==> src/rtl/mem_access_unit.sv <==
// rtl/mem_access_unit.sv - load/store unit running one data-memory access at a time
//
// Purpose: takes an effective address, memory opcode, store data and
// destination register from execute, runs a single transaction over a
// request/grant/response bus and returns extended load data to write-back.
//
// Ports:
//   clk, rst_n             clock, asynchronous active-low reset
//   ex_*                   execute-side op handshake (ex_ready high only in IDLE)
//   dmem_req/we/addr/be/wdata   registered bus request, held until dmem_gnt
//   dmem_gnt, dmem_rvalid, dmem_rdata   bus grant and read response
//   wb_valid/wb_rd/wb_data load write-back (one-cycle pulse)
//   st_done                store granted (one-cycle pulse)
//   err/err_code           01 misaligned, 10 illegal funct3, 11 timeout
`ifndef instWidth
`define instWidth 32
`endif

module mem_access_unit #(
  parameter int TIMEOUT = 255
) (
  input  logic                    clk,
  input  logic                    rst_n,
  input  logic                    ex_valid,
  output logic                    ex_ready,
  input  logic                    ex_is_store,
  input  logic [2:0]              ex_funct3,
  input  logic [`instWidth-1:0]   ex_addr,
  input  logic [`instWidth-1:0]   ex_wdata,
  input  logic [4:0]              ex_rd,
  output logic                    dmem_req,
  output logic                    dmem_we,
  output logic [`instWidth-1:0]   dmem_addr,
  output logic [3:0]              dmem_be,
  output logic [`instWidth-1:0]   dmem_wdata,
  input  logic                    dmem_gnt,
  input  logic                    dmem_rvalid,
  input  logic [`instWidth-1:0]   dmem_rdata,
  output logic                    wb_valid,
  output logic [4:0]              wb_rd,
  output logic [`instWidth-1:0]   wb_data,
  output logic                    st_done,
  output logic                    err,
  output logic [1:0]              err_code
);

  localparam logic [7:0] LP_CNT_LAST = 8'(TIMEOUT - 1);

  typedef enum logic [2:0] {
    S_IDLE,
    S_REQ,
    S_WAIT,
    S_RESP,
    S_FAULT
  } state_t;

  state_t      r_state;
  logic        r_is_store;
  logic [2:0]  r_funct3;
  logic [1:0]  r_addr_lo;
  logic [4:0]  r_rd;
  logic [7:0]  r_cnt;

  logic                  w_illegal;
  logic                  w_misal;
  logic [3:0]            w_be;
  logic [`instWidth-1:0] w_wdata;
  logic [`instWidth-1:0] w_shift;
  logic [`instWidth-1:0] w_ld;

  assign ex_ready = (r_state == S_IDLE);

  // Loads accept 000/001/010/100/101, stores only 000/001/010.
  always_comb begin
    w_illegal = 1'b0;
    if (ex_is_store)
      w_illegal = ex_funct3[2] | (ex_funct3[1:0] == 2'b11);
    else
      w_illegal = (ex_funct3[1:0] == 2'b11) | (ex_funct3[2] & ex_funct3[1]);
  end

  // funct3[1:0] encodes access width for every legal code.
  always_comb begin
    w_misal = 1'b0;
    case (ex_funct3[1:0])
      2'b01:   w_misal = ex_addr[0];
      2'b10:   w_misal = (ex_addr[1:0] != 2'b00);
      default: w_misal = 1'b0;
    endcase
  end

  // Sub-word stores replicate the data so the selected lane always carries it.
  always_comb begin
    w_be    = 4'b1111;
    w_wdata = ex_wdata;
    case (ex_funct3[1:0])
      2'b00: begin
        w_be    = 4'b0001 << ex_addr[1:0];
        w_wdata = {4{ex_wdata[7:0]}};
      end
      2'b01: begin
        w_be    = 4'b0011 << ex_addr[1:0];
        w_wdata = {2{ex_wdata[15:0]}};
      end
      default: begin
        w_be    = 4'b1111;
        w_wdata = ex_wdata;
      end
    endcase
  end

  // Bring the addressed lane down to bit 0, then extend.
  assign w_shift = dmem_rdata >> {r_addr_lo, 3'b000};

  always_comb begin
    w_ld = w_shift;
    case (r_funct3)
      3'b000:  w_ld = {{24{w_shift[7]}}, w_shift[7:0]};
      3'b001:  w_ld = {{16{w_shift[15]}}, w_shift[15:0]};
      3'b100:  w_ld = {24'd0, w_shift[7:0]};
      3'b101:  w_ld = {16'd0, w_shift[15:0]};
      default: w_ld = w_shift;
    endcase
  end

  always_ff @(posedge clk or negedge rst_n) begin
    if (!rst_n) begin
      r_state    <= S_IDLE;
      r_is_store <= 1'b0;
      r_funct3   <= 3'd0;
      r_addr_lo  <= 2'd0;
      r_rd       <= 5'd0;
      r_cnt      <= 8'd0;
      dmem_req   <= 1'b0;
      dmem_we    <= 1'b0;
      dmem_addr  <= '0;
      dmem_be    <= 4'd0;
      dmem_wdata <= '0;
      wb_valid   <= 1'b0;
      wb_rd      <= 5'd0;
      wb_data    <= '0;
      st_done    <= 1'b0;
      err        <= 1'b0;
      err_code   <= 2'd0;
    end else begin
      // Status outputs are single-cycle pulses.
      wb_valid <= 1'b0;
      st_done  <= 1'b0;
      err      <= 1'b0;

      case (r_state)
        S_IDLE: begin
          if (ex_valid) begin
            r_is_store <= ex_is_store;
            r_funct3   <= ex_funct3;
            r_addr_lo  <= ex_addr[1:0];
            r_rd       <= ex_rd;
            if (w_illegal) begin
              err      <= 1'b1;
              err_code <= 2'b10;
              r_state  <= S_FAULT;
            end else if (w_misal) begin
              err      <= 1'b1;
              err_code <= 2'b01;
              r_state  <= S_FAULT;
            end else begin
              dmem_req   <= 1'b1;
              dmem_we    <= ex_is_store;
              dmem_addr  <= {ex_addr[`instWidth-1:2], 2'b00};
              dmem_be    <= w_be;
              dmem_wdata <= w_wdata;
              r_state    <= S_REQ;
            end
          end
        end

        S_REQ: begin
          if (dmem_gnt) begin
            dmem_req <= 1'b0;
            dmem_we  <= 1'b0;
            if (r_is_store) begin
              st_done <= 1'b1;
              r_state <= S_IDLE;
            end else begin
              r_cnt   <= 8'd0;
              r_state <= S_WAIT;
            end
          end
        end

        S_WAIT: begin
          if (dmem_rvalid) begin
            wb_data  <= w_ld;
            wb_rd    <= r_rd;
            wb_valid <= 1'b1;
            r_state  <= S_RESP;
          end else if (r_cnt == LP_CNT_LAST) begin
            err      <= 1'b1;
            err_code <= 2'b11;
            r_state  <= S_FAULT;
          end else begin
            r_cnt <= r_cnt + 8'd1;
          end
        end

        S_RESP:  r_state <= S_IDLE;
        S_FAULT: r_state <= S_IDLE;
        default: r_state <= S_IDLE;
      endcase
    end
  end

endmodule
==> config.mk <==
export PLATFORM = sky130hd
export DESIGN_NAME = mem_access_unit
export DESIGN_NICKNAME = d
export VERILOG_FILES = /design/src/rtl/mem_access_unit.sv
export SDC_FILE = /design/constraint.sdc
export NUM_CORES = 1
export LEC_CHECK = 0
export CAP_MARGIN = 0
export CELL_PAD_IN_SITES_DETAIL_PLACEMENT = 1
export CELL_PAD_IN_SITES_GLOBAL_PLACEMENT = 1
export CORE_UTILIZATION = 37
export DETAILED_ROUTE_END_ITERATION = 6
export PLACE_DENSITY = 0.91
export SLEW_MARGIN = 40
export SYNTH_ARGS = -nofsm -noshare
export SYNTH_HDL_FRONTEND = slang
export SYNTH_SLANG_ARGS = --single-unit
==> constraint.sdc <==
create_clock -name clk -period 3.35 [get_ports clk]
set_input_delay 0.335 -clock clk [delete_from_list [all_inputs] [get_ports clk]]
set_output_delay 0.335 -clock clk [all_outputs]
set_load 0.01 [all_outputs]
==> results.yml, run 1 <==
grt:
  grt_use_met2_pct: 44.1
  antenna_found_initial: 0
  use_met3_pct: 4.63
  top_usage_layer: "met2"
  grt_pass1_vias: 5729
  grt_max_degree: 74
  grt_util_met1_pct: 28.3
  grt_overflow_total: 0
  grt_pass1_wl_mm: 32.6
  grt_use_total_pct: 24.6
worst_setup_path:
  cp_max_fo: 66
  crit_path_end_kind: "register"
  start_kind: "input pin"
  arrival_ps: 2820
  crit_type: "in2reg"
  critPathRequiredTime_ps: 3630
synth:
  yosys.area_share.simple_pct: 9.80
  ys.flop_type: "dfrtp_1"
  synth_seq_cells: 132
  ys_types: 55
  synth_edf_count: 0
  netlist_instances: 510
  yosys.area_share.adder_pct: 1.21
  synth_area_leaders: "dfrtp_1 (53%), mux2_1 (14%), mux2i_1 (2.9%), mux2_2 (2.9%), o22a_1 (2.7%)"
  synth_top_cells_by_count: "dfrtp_1 (132), mux2_1 (79), nor2_1 (31)"
  syn_avg_cell_area_um2: 12.1
  synth_xor_area_share_pct: 0
  netlist_area_um2: 6190
  synth_most_common_cell: "dfrtp_1"
  synth_top_family_by_area: "multiplexers"
  synth_top_area_cell: "dfrtp_1"
  synthMuxAreaShare_pct: 20.6
  yosysWarnings: 0
  synth_top_area_share_pct: 53.4
  synth_compound_area_share_pct: 11.5
  synthArstFlopShare_pct: 100
  synth_seq_area_share_pct: 53.4
sta:
  tightest_slew_ps: 782
  hold_violations: 0
  fin_crit_sh_pct: 75.8
  finalSetupTns_ps: 0
  skew_ps: 7.83
  clock.fmax_mhz: 394
  worst_hold_slack_ps: 408
  slew_headroom_pct: 47.7
  setup_violations: 0
  rsz0062_at_grt: "false"
  report.final.slew_viol_count: 0
  min_period_ps: 2540
clocking:
  cts_sinks: 132
  tritoncts: "yes"
  postCtsSetupBuffers: 0
  cts-root-buf: "clkbuf_16"
  path_clk_slew_ps: 60
  clk_latency_ps: 420
  h-tree-depth: 4
  clockBufferDepth: 2
  cts_buffers: 17
placed_design:
  numPortBuffers: 220
  dpl.hpwl_mm: 15.3
  place_congestion: 0.859
  place_area_um2: 8630
drt:
  vias_per_cell: 5.23
  drc: 0
  drt_iter0_drc: 230
  postRouteAntennaNets: 0
  first_pass_iters: 4
  wire_per_inst_um: 21.0
  via_count: 5024
  drt-total-wl_mm: 20.2
floorplan:
  dieArea_um2: 17300
  ios: 223
  die-width_um: 131
  die_h_um: 131
  initial_core_util_pct: 38.4
  fp-row-count: 46
  fp.coreArea_um2: 16100
layout:
  stdcell_area_um2: 9190
  final_nets: 848
  n_antenna_cell: 0
  area_delta_synth_final_pct: 48.4
  drive_above_1_share_pct: 9.53
power:
  leakagePower_uw: 0.00385
  max-vdd-ir-drop_uv: 372
  power.density_nw_per_um2: 897
run_status:
  outcome: "finished clean"
job:
  drv_cap: 0
hold_path:
  holdCritPathClass: "in2async"
-- repair_timing --
item,CTS,global route
hold buffers,1,0
gates resized for setup,0,0
hold endpoints to repair,46,0
-- metal layers --
layer,vias up,share of wire (%)
li1,2282,-
met1,2541,39
met2,155,53
met3,46,3.9
met4,0,3.6
met5,-,0
-- state kept, by name (all words and copies together) (netlist names), 3 cells and up --
signal and count:
r_rd 5, dmem_be 4, r_funct3 3, r_state 3, dmem_wdata 32, wb_data 32
r_cnt 8, wb_rd 5, dmem_addr 30
-- layout make-up --
type,instances,area [um2]
Clock buffer,18,439
Clock inverter,14,106
Fill cell,1682,6930
Inverter,10,37.5
Multi-Input combinational cell,337,2680
Sequential cell,132,3300
Tap cell,216,270
Timing Repair Buffer,234,2350
-- worst paths after layout --
path | startpoint | end | slack [ps] | cells after the start
hold reg to reg | dmem_addr[15]$_DFFE_PN0P_ | dmem_addr[15]$_DFFE_PN0P_ | 480 | 1
min in group clk | dmem_addr[15]$_DFFE_PN0P_ | dmem_addr[15]$_DFFE_PN0P_ | 480 | 1
max in group asynchronous | rst_n | dmem_addr[12]$_DFFE_PN0P_ | 2000 | 4
hold / removal | rst_n | r_state[2]$_DFFE_PN0P_ | 410 | 2
setup reg to reg | r_state[0]$_DFFE_PN0P_ | wb_data[24]$_DFFE_PN0P_ | 850 | 5
setup / recovery | ex_funct3[1] | dmem_wdata[22]$_DFFE_PN0P_ | 810 | 9
-- cell families after synthesis --
family / count (synthesis)
AND/OR/NAND/NOR: 115
other: 1
AO/OA/AOI/OAI: 100
flip-flops: 132
buffers and inverters: 42
adder cells (fa/ha/maj): 6
multiplexers: 114
-- power by group --
part           total (uW)  internal, uW  leakage (uW)  switching (uW)
sequential           2850          2360       0.00158             490
clock                1690           968      0.000259             722
combinational        3700          2050       0.00201            1640
total                8240          5380       0.00385            2850
-- cells in the final DEF, fill, tap and decap left out, types with 3 or more instances in the layout --
cell	instances
clkinvlp_4	4
a21oi_1	16
buf_4	11
nor2b_1	8
clkinv_4	5
mux2i_1	18
dfrtp_1	132
clkinv_2	3
o22a_1	19
nand2_1	28
ha_1	6
nand2b_1	4
o21a_1	4
a211oi_1	7
a22oi_1	9
mux2_1	79
clkbuf_16	17
a22o_1	8
o21ai_0	11
nor2_1	31
o31ai_1	5
clkdlybuf4s50_1	219
inv_1	10
nand3_1	7
mux2_2	16
and2_1	16
o21ai_1	7
-- critical path, stage by stage --
cell	delay, ps
clkdlybuf4s50_1	540
inv_1	120
ha_1	320
o211a_1	160
nor4_2	200
buf_4	170
nor2b_4	200
buf_12	340
mux2_1	410
-- per-stage QoR --
step / power, uW / std cells / setup WS (ps) / util [%]
2_1_floorplan: 4470 / 511 / 1150 / -
3_3_place_gp: 6320 / 927 / 564 / 53.4
3_5_place_dp: 6580 / 928 / 380 / 53.6
4_1_cts: 8320 / 961 / 827 / 57.0
5_1_grt: 8700 / 961 / 689 / 57.0
6_report: 8240 / 961 / 810 / 57.0
Note: power is estimated with default switching activity, not from simulation.
==> inputs of run 2 (changes only) <==
- CORE_UTILIZATION: 37 -> 35
- PLACE_DENSITY: 0.91 -> 0.87
- clock period: 3.35 -> 2.6 ns (I/O delays scaled with it)
==> results.yml, run 2 (synthesized netlist as in run 1, its figures left out) <==
placed_design:
  pre_cts_slack_ps: -122
  place_area_um2: 8670
  numPortBuffers: 220
  dpl.hpwl_mm: 14.6
  place_congestion: 0.877
  dp.cells: 942
sta:
  hold_violations: 0
  rsz0062_at_grt: "false"
  worst_hold_slack_ps: 405
  min_period_ps: 2290
  report.final.slew_viol_count: 0
  slew_headroom_pct: 53.1
  fin_ws_ps: 313
  clock.fmax_mhz: 437
  tightest_slew_ps: 699
  skew_ps: 13.7
  setup_violations: 0
  fin_crit_sh_pct: 88.0
worst_setup_path:
  crit_type: "in2reg"
  crit_path_end_kind: "register"
  slowest_delay_ps: 520
  path_cells: "clkdlybuf4s50_1 > inv_1 > ha_1 > o211a_1 > nor4_2 > nor2b_4 > buf_12 > mux2_1"
  arrival_ps: 2580
  cp_slowest_cell: "clkdlybuf4s50_1"
  critPathRequiredTime_ps: 2900
  start_kind: "input pin"
  cp_max_fo: 52
grt:
  antenna_found_initial: 1
  grt_overflow_total: 0
  grt_pass1_vias: 5569
  grt_use_total_pct: 22.3
  grt_pass1_wl_mm: 30.6
  grt_max_degree: 68
job:
  drv_cap: 0
power:
  max-vdd-ir-drop_uv: 533
  leakagePower_uw: 0.00390
  power.density_nw_per_um2: 1160
drt:
  via_count: 5050
  postRouteAntennaNets: 0
  drt_iter0_drc: 214
  first_pass_iters: 4
  vias_per_cell: 5.17
  drt-total-wl_mm: 19.8
  wire_per_inst_um: 20.3
  drc: 0
layout:
  final_common_cell: "clkdlybuf4s50_1"
  reg_top3: "dmem_wdata x32, wb_data x32, dmem_addr x30"
  drive_above_1_share_pct: 10.1
  post-route-util_pct: 53.6
  fin_cells: 976
  final_nets: 853
  final_cell_mix: "clkdlybuf4s50_1 (219), dfrtp_1 (132), mux2_1 (79)"
  area_delta_synth_final_pct: 49.7
  stdcell_area_um2: 9270
clocking:
  path_clk_slew_ps: 60
  clockBufferDepth: 2
  tritoncts: "yes"
  h-tree-depth: 4
  clk_latency_ps: 430
  cts-root-buf: "clkbuf_16"
  post_cts_resized: 0
  cts_sinks: 132
  cts_buffers: 17
floorplan:
  die_h_um: 135
  fp-row-count: 48
  die-width_um: 135
  fp.coreArea_um2: 17300
  dieArea_um2: 18200
  ios: 223
  initial_core_util_pct: 35.8
run_status:
  outcome: "finished clean"
hold_path:
  holdCritPathClass: "in2async"
==> run 2: path summary, 6_finish.rpt <==
path,start,end,slack (ps),cells past startpoint
worst min register to register,dmem_addr[26]$_DFFE_PN0P_,dmem_addr[26]$_DFFE_PN0P_,480,1
worst min-delay path,rst_n,r_cnt[1]$_DFFE_PN0P_,400,2
max in group asynchronous,rst_n,dmem_wdata[26]$_DFFE_PN0P_,1460,3
worst max register to register,r_state[0]$_DFFE_PN0P_,wb_rd[1]$_DFFE_PN0P_,440,4
min in group clk,ex_addr[31],dmem_addr[31]$_DFFE_PN0P_,430,2
worst max-delay path,ex_funct3[0],dmem_addr[6]$_DFFE_PN0P_,310,8
==> run 2: layout make-up <==
type | instances | area, um2
Sequential cell | 132 | 3300
Tap cell | 225 | 282
Inverter | 10 | 37.5
Fill cell | 1762 | 8030
Multi-Input combinational cell | 337 | 2680
Antenna cell | 1 | 2.50
Clock buffer | 19 | 453
Clock inverter | 13 | 134
Timing Repair Buffer | 239 | 2370
==> run 2: routing by layer <==
layer	share of wire, %	vias up	track usage, %
met2	54	148	40.2
met5	0	-	0
met3	4.0	39	4.43
met1	39	2565	24.9
li1	-	2298	-
met4	3.3	0	11.1
==> run 2: repair_timing <==
item,in CTS,in global routing
hold endpoints to repair,65,0
setup buffers,0,0
hold buffers,1,0
==> run 2: per-stage QoR <==
step,total power [uW],setup TNS [ps]
after detailed placement,8450,-5090
after global placement,8160,0
after CTS,10900,0
after floorplan,5760,0
final,10800,0
after global routing,11400,0
==> run 2: where the power goes <==
part	total (uW)	switching, uW	internal (uW)
registers	3650	609	3040
logic	4740	2090	2650
clock network	2380	930	1450
==> run 2: worst max-delay path, delay by kind of cell <==
kind,cells,cell delay [ps]
compound gates,1,170
fa+ha+maj,1,330
buf+inv,3,910
mux,1,370
simple gates,2,500
==> inputs of run 3 (changes only) <==
- CORE_UTILIZATION: 35 -> 30
- PLACE_DENSITY: 0.87 -> 0.77
- TNS_END_PERCENT: unset -> 100
==> results.yml, run 3 (synthesized netlist as in run 1, its figures left out) <==
layout:
  final_nets: 851
  reg_top3: "dmem_wdata x32, wb_data x32, dmem_addr x30"
  final_cell_mix: "clkdlybuf4s50_1 (219), dfrtp_1 (132), mux2_1 (79)"
  area_delta_synth_final_pct: 50.9
  n_antenna_cell: 0
  final_common_cell: "clkdlybuf4s50_1"
  drive_above_1_share_pct: 9.76
sta:
  hold_violations: 0
  worst_hold_slack_ps: 219
  skew_ps: 8.06
  min_period_ps: 2210
  setup_violations: 0
  rsz0062_at_grt: "false"
  slew_headroom_pct: 52.0
  fin_crit_sh_pct: 85.2
  clock.fmax_mhz: 452
  report.final.slew_viol_count: 0
  tightest_slew_ps: 716
clocking:
  path_clk_slew_ps: 60
  cts_buffers: 17
  tritoncts: "yes"
  clk_latency_ps: 410
  clockBufferDepth: 2
  post_cts_resized: 0
  h-tree-depth: 4
  cts_sinks: 132
  cts-root-buf: "clkbuf_16"
grt:
  antenna_found_initial: 0
  grt_overflow_total: 0
  grt_pass1_wl_mm: 31.5
  grt_use_total_pct: 19.2
  grt_pass1_vias: 5431
  grt_max_degree: 78
placed_design:
  place_congestion: 0.854
  dpl.hpwl_mm: 14.6
  numPortBuffers: 220
worst_setup_path:
  path_cells: "clkdlybuf4s50_1 > inv_1 > ha_1 > o211a_1 > nor4_2 > nor2b_4 > buf_12 > mux2_1"
  critPathRequiredTime_ps: 2890
  crit_type: "in2reg"
  cp_slowest_cell: "clkdlybuf4s50_1"
  worst-path-buf-inv: 3
  crit_family: "buffers and inverters"
  start_kind: "input pin"
  crit_path_end_kind: "register"
  cp_max_fo: 37
  slowest_delay_ps: 520
  arrival_ps: 2500
floorplan:
  fp.coreArea_um2: 20200
  die_h_um: 146
  fp-row-count: 52
  ios: 223
  dieArea_um2: 21200
  die-width_um: 146
  initial_core_util_pct: 30.6
drt:
  postRouteAntennaNets: 0
  drt_iter0_drc: 203
  via_count: 4904
  vias_per_cell: 4.82
  wire_per_inst_um: 19.0
  first_pass_iters: 4
  drt-total-wl_mm: 19.4
  drc: 0
power:
  clockPowerShare_pct: 22.3
  pwr-share-comb_pct: 44.2
  power_uw: 10800
  seq_power_share_pct: 33.5
  swShare_pct: 33.6
  power.density_nw_per_um2: 1150
  max-vdd-ir-drop_uv: 487
  p_switching_uw: 3620
  internal_power_uw: 7160
  leakagePower_uw: 0.00389
hold_path:
  holdCritPathClass: "in2async"
job:
  drv_cap: 0
run_status:
  outcome: "finished clean"
-- run 3: final timing paths --
path                                       startpoint                         end  slack (ps)  cells after the start
setup / recovery                         ex_funct3[0]   dmem_addr[25]$_DFFE_PN0P_         390                      8
hold / removal                                  rst_n     wb_data[14]$_DFFE_PN0P_         220                      2
setup reg to reg               r_state[0]$_DFFE_PN0P_     wb_data[31]$_DFFE_PN0P_         460                      5
hold reg to reg            dmem_wdata[24]$_DFFE_PN0P_  dmem_wdata[24]$_DFFE_PN0P_         480                      1
max in group asynchronous                       rst_n   dmem_addr[21]$_DFFE_PN0P_        1580                      3
min in group clk                           ex_addr[5]    dmem_addr[5]$_DFFE_PN0P_         440                      2
-- run 3: power by group through the flow --
stage               Combinational (uW)  Sequential, uW  Clock (uW)
floorplan                         1820            3940           0
global placement                  4650            3580           0
detailed placement                4810            3650           0
CTS                               4840            3620        2480
global route                      5110            3740        2570
finish                            4760            3610        2410
-- run 3: stage by stage --
stage          worst slack (ps)  instances  utilization (%)  TNS, ps  instance area, um2
2_1_floorplan               454        511                -        0                6190
3_3_place_gp               35.2        985             43.2        0                8740
3_5_place_dp              -38.1        985             43.2     -407                8740
4_1_cts                     390       1018             46.1        0                9340
5_1_grt                     250       1018             46.1        0                9340
6_report                    386       1018             46.1        0                9340
-- run 3: repair_timing --
item	4_1_cts	5_1_grt
hold endpoints to repair	86	0
hold buffers	1	0
buffers inserted	0	0
-- run 3: layout make-up --
cell class	count	area, um2
flip-flops and latches	132	3300
multi-input cells	337	2680
clock inverters	13	149
inverters	10	37.5
well taps	270	338
clock buffers	19	443
repair buffers	237	2380
fillers	2165	10900
-- run 3: routing by layer --
metal / vias up / part of all wire [%] / global-route usage [%]
met2: 117 / 52 / 33.3
met5: - / 0 / 0
met4: 0 / 2.6 / 7.74
li1: 2291 / - / -
met1: 2464 / 42 / 23.3
met3: 32 / 3.5 / 4.01
==> edit, RTL diff (config.mk and constraints of run 3) <==
The 5 states of `state_t` get a one-hot encoding in 5 bits.
--- a/src/rtl/mem_access_unit.sv
+++ b/src/rtl/mem_access_unit.sv
@@ -47,10 +47,10 @@
   localparam logic [7:0] LP_CNT_LAST = 8'(TIMEOUT - 1);
 
-  typedef enum logic [2:0] {
-    S_IDLE,
-    S_REQ,
-    S_WAIT,
-    S_RESP,
-    S_FAULT
+  typedef enum logic [4:0] {
+    S_IDLE  = 5'b00001,
+    S_REQ   = 5'b00010,
+    S_WAIT  = 5'b00100,
+    S_RESP  = 5'b01000,
+    S_FAULT = 5'b10000
   } state_t;
 
Formal check against the unedited RTL: no difference found for any inputs over 4 cycles, from zero or initial values and one cycle with rst_n low; so few cycles prove little.
==> edit against run 3 <==
Design area rose by 3.2%. Setup slack got worse by 86 ps. Routed wire length is 1.6% higher. Power down 9.8%. Sequential cell count increased by 2. Area after synthesis rose by 4.3%. Clock skew up 7.3 ps. Via count up 8.5%.
==> edit: results <==
metrics = {
    "detailed_routing": {
        "drt_iter0_markers": 139,
        "vias": 5322,
        "routed_wl_um": 19700,
    },
    "synth": {
        "ys_dominant_reg_cell": "dfrtp_1",
        "yosysUniqueCellTypes": 56,
        "synth-seq-area-share": 0.520,
        "synthTopCellsByArea": "dfrtp_1 52%, mux2_2 10%, nand2_1 6.2%",
        "synth_common_cells": "133 x dfrtp_1, 107 x nand2_1, 59 x mux2_2, 29 x mux2_1, 26 x mux2i_1",
    },
    "setup_path": {
        "cp_max_fo": 6,
        "max_stage_delay_ps": 550,
        "r2r-end": "dmem_addr[13]$_DFFE_PN0P_",
        "startpoint": "r_state[3]$_DFFE_PN0P_",
        "cp.arrival_ps": 2040,
        "cp-endpoint": "ex_ready",
        "critPathTopFamily": "simple AND/OR/NAND/NOR gates",
        "worstReg2RegStart": "r_state[3]$_DFFE_PN0P_",
    },
    "global_route": {
        "grt_pass1_vias": 5761,
        "antenna_found_initial": 1,
        "grt_pass1_wl_um": 31400,
        "grt_usage": 0.185,
    },
    "placed_design": {
        "gp_congestion": 0.737,
        "dp_hpwl_um": 14800,
        "place_area_um2": 9050,
        "place_ws_ps": 168,
    },
    "layout": {
        "stdcell_count": 1093,
        "nFillCells": 2306,
        "drive_gt1_frac": 0.170,
        "final_nets": 921,
    },
    "sta": {
        "fin_ws_ps": 300,
        "tightestPinTransition_ps": 747,
        "skew_ps": 15.4,
        "holdWs_ps": 381,
    },
    "clock_network": {
        "htreeDepth": 4,
    },
    "outcome": {
        "outcome": "finished, final reports clean",
    },
    "worst_hold_path": {
        "hold_end": "r_rd[4]$_DFFE_PN0N_",
        "hold_class": "input port to flop",
    },
    "pwr": {
        "swShare": 0.328,
        "vdd_drop_max_uv": 492,
        "cellLeakagePower_uw": 0.00426,
    },
}
edit: cell types whose count changed after synthesis, sizes merged, moves of 8 or more:
| cell | delta |
|---|---|
| o2bb2ai | +8 |
| a21oi | -8 |
| nor2 | -15 |
| mux2i | +8 |
| nand3 | +27 |
| o22a | -19 |
| nand2 | +79 |
| and2 | -14 |
edit: power by group through the flow:
stage               Clock (µW)  Sequential (µW)  Combinational [µW]
finish                    2350             3480                3890
global placement             0             3490                3840
detailed placement           0             3520                3930
CTS                       2420             3500                3950
floorplan                    0             3670                1490
global route              2500             3610                4210
edit: per-layer routing:
| layer | up-vias | GRT usage | wire [µm] |
|---|---|---|---|
| li1 | 2483 | - | - |
| met1 | 2644 | 0.214 | 8040 |
| met2 | 176 | 0.310 | 9530 |
| met5 | - | 0 | 13 |
| met3 | 17 | 0.0837 | 1930 |
| met4 | 2 | 0.0474 | 182 |
edit: cell type report:
cell class | count | area [µm²] | area share
Sequential cell | 134 | 3350 | 0.348
Multi-Input combinational cell | 399 | 2900 | 0.301
Timing Repair Buffer | 244 | 2420 | 0.251
Clock buffer | 20 | 467 | 0.0484
Tap cell | 275 | 344 | 0.0357
Clock inverter | 12 | 115 | 0.0119
Inverter | 9 | 33.8 | 0.00351
edit: repair_timing:
action                                  4_1_cts  5_1_grt
endpoints found under the setup margin        0        0
hold endpoints to repair                     62        0
hold buffers                                  1        0
edit: cell families after synthesis:
family / count (synthesis) / share of synthesized area
fa+ha+maj: 6 / 0.0116
simple gates: 205 / 0.162
mux: 115 / 0.197
buf+inv: 43 / 0.0327
other cells: 1 / 0.000581
compound gates: 71 / 0.0766
flops: 134 / 0.520
edit: tightest hold or removal path: cells and delay by family:
| family | cells | cell delay, ps |
|---|---|---|
| buffers and inverters | 1 | 390 |
| AND/OR/NAND/NOR | 2 | 100 |
